`src/rtl/exponent_align_pipe_if.sv`:
```
// Handshake and operand/result bundle for the exponent-align pipe.
// slave is the pipe itself; master is whoever drives operands and OutReady.
interface exponent_align_pipe_if #(
  parameter int ExponentSize = 8,
  parameter int MantissaSize = 24
);
  logic                      InValid;
  logic                      InReady;
  logic [ExponentSize-1:0]   Exponent1;
  logic [ExponentSize-1:0]   Exponent2;
  logic [MantissaSize-1:0]   Mantissa1;
  logic [MantissaSize-1:0]   Mantissa2;
  logic                      OutValid;
  logic                      OutReady;
  logic [ExponentSize-1:0]   Difference;
  logic                      Sign;
  logic                      ZeroFlag;
  logic [ExponentSize-1:0]   LargeExponent;
  logic [MantissaSize-1:0]   LargeMantissa;
  logic [MantissaSize+2:0]   AlignedMantissa;
  logic                      Saturated;

  modport slave (
    input  InValid, Exponent1, Exponent2, Mantissa1, Mantissa2, OutReady,
    output InReady, OutValid, Difference, Sign, ZeroFlag, LargeExponent,
           LargeMantissa, AlignedMantissa, Saturated
  );

  modport master (
    output InValid, Exponent1, Exponent2, Mantissa1, Mantissa2, OutReady,
    input  InReady, OutValid, Difference, Sign, ZeroFlag, LargeExponent,
           LargeMantissa, AlignedMantissa, Saturated
  );
endinterface

```
`src/rtl/exponent_align_pipe.sv`:
```
// Two-stage exponent compare / mantissa align for the add-sub datapath.
// Stage 1 orders the operands by exponent; stage 2 right-shifts the smaller
// significand (with guard/round/sticky) by the exponent difference.
module exponent_align_pipe #(
  parameter int ExponentSize = 8,
  parameter int MantissaSize = 24
) (
  input logic Clock,
  input logic ResetN,
  exponent_align_pipe_if.slave bus
);
  localparam int ExtSize = MantissaSize + 3;

  logic                    s1_valid;
  logic                    s1_sign;
  logic [ExponentSize-1:0] s1_diff;
  logic                    s1_zero;
  logic [ExponentSize-1:0] s1_lexp;
  logic [MantissaSize-1:0] s1_lman;
  logic [MantissaSize-1:0] s1_sman;

  logic                    s2_adv;
  logic                    in_sign;
  logic [ExponentSize-1:0] in_diff;

  logic [ExtSize-1:0]      ext;
  logic [ExtSize-1:0]      shifted;
  logic [ExtSize-1:0]      lost_mask;
  logic [ExtSize-1:0]      aligned_next;
  logic                    sat_next;

  // Stage 1 can always move when stage 2 moves; an empty stage 2 always moves.
  assign s2_adv      = !bus.OutValid || bus.OutReady;
  assign bus.InReady = !s1_valid || s2_adv;

  // Operand ordering: equal exponents keep operand 1 as the large one.
  always_comb begin
    in_sign = bus.Exponent2 > bus.Exponent1;
    in_diff = in_sign ? (bus.Exponent2 - bus.Exponent1)
                      : (bus.Exponent1 - bus.Exponent2);
  end

  // Alignment shift; the full difference is compared so large exponents never wrap.
  always_comb begin
    ext       = {s1_sman, 3'b000};
    sat_next  = 32'(s1_diff) >= 32'(ExtSize);
    shifted   = ext >> s1_diff;
    lost_mask = ~({ExtSize{1'b1}} << s1_diff);
    if (sat_next) begin
      aligned_next = {{(ExtSize-1){1'b0}}, |s1_sman};
    end else begin
      aligned_next = {shifted[ExtSize-1:1], shifted[0] | (|(ext & lost_mask))};
    end
  end

  // Compare stage register.
  always_ff @(posedge Clock or negedge ResetN) begin
    if (!ResetN) begin
      s1_valid <= 1'b0;
      s1_sign  <= 1'b0;
      s1_diff  <= '0;
      s1_zero  <= 1'b0;
      s1_lexp  <= '0;
      s1_lman  <= '0;
      s1_sman  <= '0;
    end else if (bus.InReady) begin
      s1_valid <= bus.InValid;
      if (bus.InValid) begin
        s1_sign <= in_sign;
        s1_diff <= in_diff;
        s1_zero <= bus.Exponent1 == bus.Exponent2;
        s1_lexp <= in_sign ? bus.Exponent2 : bus.Exponent1;
        s1_lman <= in_sign ? bus.Mantissa2 : bus.Mantissa1;
        s1_sman <= in_sign ? bus.Mantissa1 : bus.Mantissa2;
      end
    end
  end

  // Align stage / output register; held while the consumer stalls.
  always_ff @(posedge Clock or negedge ResetN) begin
    if (!ResetN) begin
      bus.OutValid        <= 1'b0;
      bus.Sign            <= 1'b0;
      bus.Difference      <= '0;
      bus.ZeroFlag        <= 1'b0;
      bus.LargeExponent   <= '0;
      bus.LargeMantissa   <= '0;
      bus.AlignedMantissa <= '0;
      bus.Saturated       <= 1'b0;
    end else if (s2_adv) begin
      bus.OutValid <= s1_valid;
      if (s1_valid) begin
        bus.Sign            <= s1_sign;
        bus.Difference      <= s1_diff;
        bus.ZeroFlag        <= s1_zero;
        bus.LargeExponent   <= s1_lexp;
        bus.LargeMantissa   <= s1_lman;
        bus.AlignedMantissa <= aligned_next;
        bus.Saturated       <= sat_next;
      end
    end
  end
endmodule
```
`src/flat_wrapper.sv`:
```
// flat-port wrapper written by rule: the top's interface ports become plain ports
module exponent_align_pipe_flat 
#(
  parameter int ExponentSize = 8,
  parameter int MantissaSize = 24
)
  (Clock, ResetN, bus_InValid, bus_Exponent1, bus_Exponent2, bus_Mantissa1, bus_Mantissa2, bus_OutReady, bus_InReady, bus_OutValid, bus_Difference, bus_Sign, bus_ZeroFlag, bus_LargeExponent, bus_LargeMantissa, bus_AlignedMantissa, bus_Saturated);
  exponent_align_pipe_if #(.ExponentSize(ExponentSize), .MantissaSize(MantissaSize)) bus_i ();
  input logic Clock;
  input logic ResetN;
  input wire logic [$bits(bus_i.InValid)-1:0] bus_InValid;
  input wire logic [$bits(bus_i.Exponent1)-1:0] bus_Exponent1;
  input wire logic [$bits(bus_i.Exponent2)-1:0] bus_Exponent2;
  input wire logic [$bits(bus_i.Mantissa1)-1:0] bus_Mantissa1;
  input wire logic [$bits(bus_i.Mantissa2)-1:0] bus_Mantissa2;
  input wire logic [$bits(bus_i.OutReady)-1:0] bus_OutReady;
  output wire logic [$bits(bus_i.InReady)-1:0] bus_InReady;
  output wire logic [$bits(bus_i.OutValid)-1:0] bus_OutValid;
  output wire logic [$bits(bus_i.Difference)-1:0] bus_Difference;
  output wire logic [$bits(bus_i.Sign)-1:0] bus_Sign;
  output wire logic [$bits(bus_i.ZeroFlag)-1:0] bus_ZeroFlag;
  output wire logic [$bits(bus_i.LargeExponent)-1:0] bus_LargeExponent;
  output wire logic [$bits(bus_i.LargeMantissa)-1:0] bus_LargeMantissa;
  output wire logic [$bits(bus_i.AlignedMantissa)-1:0] bus_AlignedMantissa;
  output wire logic [$bits(bus_i.Saturated)-1:0] bus_Saturated;
  assign bus_i.InValid = bus_InValid;
  assign bus_i.Exponent1 = bus_Exponent1;
  assign bus_i.Exponent2 = bus_Exponent2;
  assign bus_i.Mantissa1 = bus_Mantissa1;
  assign bus_i.Mantissa2 = bus_Mantissa2;
  assign bus_i.OutReady = bus_OutReady;
  assign bus_InReady = bus_i.InReady;
  assign bus_OutValid = bus_i.OutValid;
  assign bus_Difference = bus_i.Difference;
  assign bus_Sign = bus_i.Sign;
  assign bus_ZeroFlag = bus_i.ZeroFlag;
  assign bus_LargeExponent = bus_i.LargeExponent;
  assign bus_LargeMantissa = bus_i.LargeMantissa;
  assign bus_AlignedMantissa = bus_i.AlignedMantissa;
  assign bus_Saturated = bus_i.Saturated;
  exponent_align_pipe #(.ExponentSize(ExponentSize), .MantissaSize(MantissaSize)) u_core (.Clock(Clock), .ResetN(ResetN), .bus(bus_i));
endmodule
```
`config.mk`:
```
export PLATFORM = sky130hd
export DESIGN_NAME = exponent_align_pipe_flat
export DESIGN_NICKNAME = d
export VERILOG_FILES = /design/src/rtl/exponent_align_pipe_if.sv /design/src/rtl/exponent_align_pipe.sv /design/src/flat_wrapper.sv
export SDC_FILE = /design/constraint.sdc
export NUM_CORES = 1
export LEC_CHECK = 0
export BUFFER_PORTS_ARGS = -buffer_cell sky130_fd_sc_hd__buf_2
export CAP_MARGIN = 5
export CORE_UTILIZATION = 35
export DETAILED_ROUTE_END_ITERATION = 16
export MAX_ROUTING_LAYER = met4
export PLACE_DENSITY = 0.63
export SKIP_CTS_REPAIR_TIMING = 1
export SLEW_MARGIN = 20
export SYNTH_ARGS = -nofsm -noshare
export SYNTH_HDL_FRONTEND = slang
export SYNTH_SLANG_ARGS = --single-unit
```
`constraint.sdc`:
```
create_clock -name Clock -period 3.2 [get_ports Clock]
set_input_delay 0.16 -clock Clock [delete_from_list [all_inputs] [get_ports Clock]]
set_output_delay 0.16 -clock Clock [all_outputs]
set_load 0.03 [all_outputs]
```
[After elaboration in Yosys (flattened, before gate mapping)]
Index checks and enable logic that the tools add are counted.
Word-level totals
  register bits: 138
  word-level logic and storage cells: 38
  output and inout port bits: 72
Operators by class
  $lt $le $gt $ge: 2
  $add $sub $neg: 2
  equal/unequal tests: 1
  multiplexer cells: 5
  bitwise operators: 3
  reductions and logical operators: 8
  shift operators: 2
Operator list (number)
  $mux W24: 2
  $and A27 B27 Y27: 1
  $mux W27: 1
  $not A27 Y27: 1
  $reduce_or A27 Y1: 1
  $shl A27 B8 Y27 const A: 1
  $shr A27 B8 Y27: 1
  $reduce_or A24 Y1: 1
  $mux W8: 2
  $sub A8 B8 Y8: 2
  $eq A8 B8 Y1: 1
  $ge A8 B5 Y1 const B: 1
  $gt A8 B8 Y1: 1
  $reduce_and A2 Y1: 2
  $logic_not A1 Y1: 2
  $logic_or A1 B1 Y1: 2
  $or A1 B1 Y1: 1

[Longest topological paths before layout]
  depth after elaboration: 6
  mapped depth: 11
  gate-level depth less buffers: 9

[Worst setup path after synthesis]
OpenSTA, ideal clock, no wires.
  kind: input to register
  from: input port bus_Exponent2[0]
  to: register u_core.s1_diff[3]
  slack: 1073 ps
  cell stages on the path: 10
  data required time: 3105 ps
  arrival time: 2031 ps
  cell sequence: inv_1 > ha_1 > fa_1 > nand3b_2 > a21oi_2 > o21ai_2 > buf_6 > mux2_4 > o21a_1 > o31ai_1
On the way
  cells in the longest elaborated chain, start to end: 2
Ends and longest elaborated chain
  start: declaration: line flat_wrapper.sv:13  | input wire logic [$bits(bus_i.Exponent2)-1:0] bus_Exponent2;
  $sub A8 B8 Y8 (tied with other cells): line exponent_align_pipe.sv:40  | : (bus.Exponent1 - bus.Exponent2);
  $mux W8 *: line exponent_align_pipe.sv:39  | in_diff = in_sign ? (bus.Exponent2 - bus.Exponent1)
  end signal: assignment: line exponent_align_pipe.sv:70  | s1_diff <= in_diff;
  end: declaration: line exponent_align_pipe.sv:16  | logic [ExponentSize-1:0] s1_diff;
Mark *: on every way between the ends. The rest lies on a longest branch, timed or not.
A chain may end at the register's enable or synchronous reset.

[Final worst setup path]
  from: register u_core.s1_diff[0]
  to: register u_core.bus.AlignedMantissa[11] (netlist bit)
On the way
  cells in the longest elaborated chain, start to end: 2
Ends and longest elaborated chain
  $shr A27 B8 Y27 / $ge A8 B5 Y1 (equally long branches): line exponent_align_pipe.sv:47, exponent_align_pipe.sv:46
  $mux W27 *: line exponent_align_pipe.sv:49  | if (sat_next) begin
  end signal: assignment: line exponent_align_pipe.sv:98  | bus.AlignedMantissa <= aligned_next;
  end: declaration: line exponent_align_pipe_if.sv:26  | LargeMantissa, AlignedMantissa, Saturated
Marked as above.

==> impl_metrics.ini <==
[outcome]
status = complete, no violations

[sta]
finalSetupViolCount = 0
setup_ws_ns = 0.575
max_freq_mhz = 381
finalHoldWorstSlack_ns = 0.0199
hold_viol_final = 0
final.period_utilization = 0.820
rsz0062_at_grt = no
worstMarginPinSlew_ns = 0.963
skew_ns = 0.00856
period_minus_slack_ns = 2.63
fin_setup_tns_ns = 0
relSlewSlack = 0.358
maxSlewViolCount = 0

[worst_hold_path]
min_from = bus_InValid
hp-class = input port to register
hold_end = u_core.s1_valid
hold_depth = 2

[worst_setup_path]
r2r_start = u_core.s1_diff[0]
rrSetupSlack_ns = 0.57
slowest_stage = dfrtp_1
crit_fanout = 22
crit_path_end_kind = register
slowest_delay_ns = 0.98
rr_worst_depth = 7
arrival_ns = 2.91
timing.critical_path.mode_cell = mux2i_1
critPathRequiredTime_ns = 3.48
r2r-end = u_core.bus.AlignedMantissa[11]
crit_chain = buf_4 -> mux2i_1 -> nor2_1 -> a21oi_1 -> mux2i_1 -> mux2i_1 -> o21ai_0
crit_type = register to register
critPathLaunchType = register

[global_routing]
grt_pass1_wl_um = 36500
grt_overflow_total = 0
antenna_found_initial = 5
grtUsageTotal = 0.201
grt_start_max_net_pins = 77
grt_pass1_vias = 6861

[synthesis]
ys_seq_area_frac = 0.431
synth_area_leader_cell = dfrtp_1
synth_nets = 988
yosys_warnings = 0
synth_area_per_cell_um2 = 8.87
synth_cell_types = 64
ys_top_cells_by_area = dfrtp_1 43%, mux2i_1 11%, nand2_1 10%, o21ai_0 5.6%, a21oi_1 2.7%
ys_ff_latch = 138
async_reset_ff_frac = 1.00
synth-edff-count = 0
synth_area_um2 = 8010
synth_ff_type = dfrtp_1
synthCells = 903
synth_top_area_share = 0.431

[placed_design]
gp_congestion = 0.916
dp_slack_ns = 0.558
placed_cell_area_um2 = 8900
io_buffer_count = 139
place_hpwl_um = 15900

[job]
maxCapViolations = 0

[pwr]
p_total_uw = 6410
powerDensity_nw_per_um2 = 674
cellLeakagePower_uw = 0.00471
ir_drop_uv = 297

[detailed_routing]
drtPass1Iterations = 4
drt_iter0_drc = 462
vias = 6873
vias_per_cell = 5.23
drc_errors = 0
wl_per_cell_um = 16.9
ant_nets = 0
wl_um = 22200

[floorplanning]
ios = 140
dieArea_um2 = 23500
die_height_um = 153
core-area_um2 = 22200
start_util = 0.361
rows = 54
die_x_um = 153

[clock_tree]
ctsRootBufferMaster = clkbuf_16
clk_pin_slew_ns = 0.06
htree_num_levels = 4
clk_path_buf_depth = 2
cts_buffers = 17
cts_tree = yes
clk_latency_ns = 0.42
clkSinkCount = 138

[finish]
area_delta_synth_final_pct = 18.7
nets = 1101
final_area_um2 = 9510
n_fill_cell = 2231
drive_gt1_frac = 0.214
placed cells by master (no fill, tap or decap), types with 4 or more instances in the layout:
cell type,synthesis,final
inv_1,25,25
o31ai_1,4,4
diode_2,0,5
a22o_1,10,10
nor4_1,7,7
o21a_1,5,5
a211oi_1,5,5
a21oi_1,44,44
a31oi_1,8,8
buf_2,10,138
buf_4,5,18
nand2_1,221,219
mux2i_1,85,85
nand3_1,9,9
a22oi_1,9,9
nor2_1,44,44
a21o_1,5,5
ha_1,15,15
mux4_2,8,8
mux2_2,6,6
nor3_1,30,30
clkbuf_16,0,17
nand2b_1,7,7
dfrtp_1,138,138
o21ai_0,90,90
routing by layer:
layer	vias up	global-route usage	part of all wire
met5	-	-	0
met1	3235	0.272	0.48
met4	0	0.0534	0.012
met3	22	0.0479	0.068
li1	3389	-	-
met2	227	0.301	0.44
cell usage after synthesis, types with 10 or more instances:
| master | instances |
|---|---|
| buf_2 | 10 |
| nand2_1 | 221 |
| ha_1 | 15 |
| clkbuf_1 | 33 |
| nor2_1 | 44 |
| a21oi_1 | 44 |
| mux2i_1 | 85 |
| inv_1 | 25 |
| a22o_1 | 10 |
| dfrtp_1 | 138 |
| nor3_1 | 30 |
| o21ai_0 | 90 |
flip-flops by register name, summed over array words and instances, names as in the netlist:
name and flops:
u_core.bus.AlignedMantissa 27, u_core.bus.Difference 8, u_core.bus.LargeExponent 8, u_core.bus.LargeMantissa 24, u_core.bus.OutValid 1, u_core.bus.Saturated 1, u_core.bus.Sign 1, u_core.bus.ZeroFlag 1
u_core.s1_diff 8, u_core.s1_lexp 8, u_core.s1_lman 24, u_core.s1_sign 1, u_core.s1_sman 24, u_core.s1_valid 1, u_core.s1_zero 1
cells by family (layout without fill, tap and decap cells):
family,after synthesis,in the layout,share of synthesized area
other cells,0,5,0
compound gates,210,210,0.159
mux,101,101,0.141
buf+inv,91,217,0.0555
xor+xnor,2,2,0.00219
simple gates,344,344,0.183
flops,138,138,0.431
fa+ha+maj,17,17,0.0284
worst max path at each step:
| stage | start | to | slack [ns] | cells past startpoint |
|---|---|---|---|---|
| 6_report | u_core.s1_diff[0] | u_core.bus.AlignedMantissa[11] | 0.57 | 7 |
| 4_1_cts | u_core.s1_diff[0] | u_core.bus.AlignedMantissa[11] | 0.58 | 7 |
| 2_1_floorplan | bus_Exponent2[0] | u_core.s1_diff[3] | 1.07 | 10 |
| 3_5_place_dp | bus_Exponent2[5] | u_core.s1_sman[1] | 0.56 | 9 |
| 5_1_grt | u_core.s1_diff[0] | u_core.bus.AlignedMantissa[3] | 0.26 | 7 |
| 3_3_place_gp | bus_Exponent2[5] | u_core.s1_sman[1] | 0.58 | 9 |
worst max-delay path, delay by kind of cell (launching register included):
kind | cells | cell delay, ns
muxes | 3 | 0.66
and+or+nand+nor | 1 | 0.09
AOI/OAI and AO/OA | 2 | 0.50
buffers and inverters | 1 | 0.27
DFF | 1 | 0.98
per-stage QoR:
step | std cells | utilization
2_1_floorplan | 903 | -
3_3_place_gp | 1276 | 0.402
3_5_place_dp | 1276 | 0.402
4_1_cts | 1308 | 0.428
5_1_grt | 1314 | 0.429
6_report | 1314 | 0.429
layout make-up:
class	count	area, µm²	area share
flip-flops and latches	138	3450	0.363
clock buffers	19	443	0.0466
diodes	5	12.5	0.00132
inverters	26	97.6	0.0103
multi-input cells	674	4140	0.436
well taps	280	350	0.0368
clock inverters	13	143	0.0150
repair buffers	159	867	0.0912
report_power, final:
group          internal, µW  leakage [µW]  switching, µW
logic                   738       0.00268           1370
clock network          1170      0.000284            786
registers              2050       0.00175            292
No activity file was read; power rests on OpenSTA's default activity.
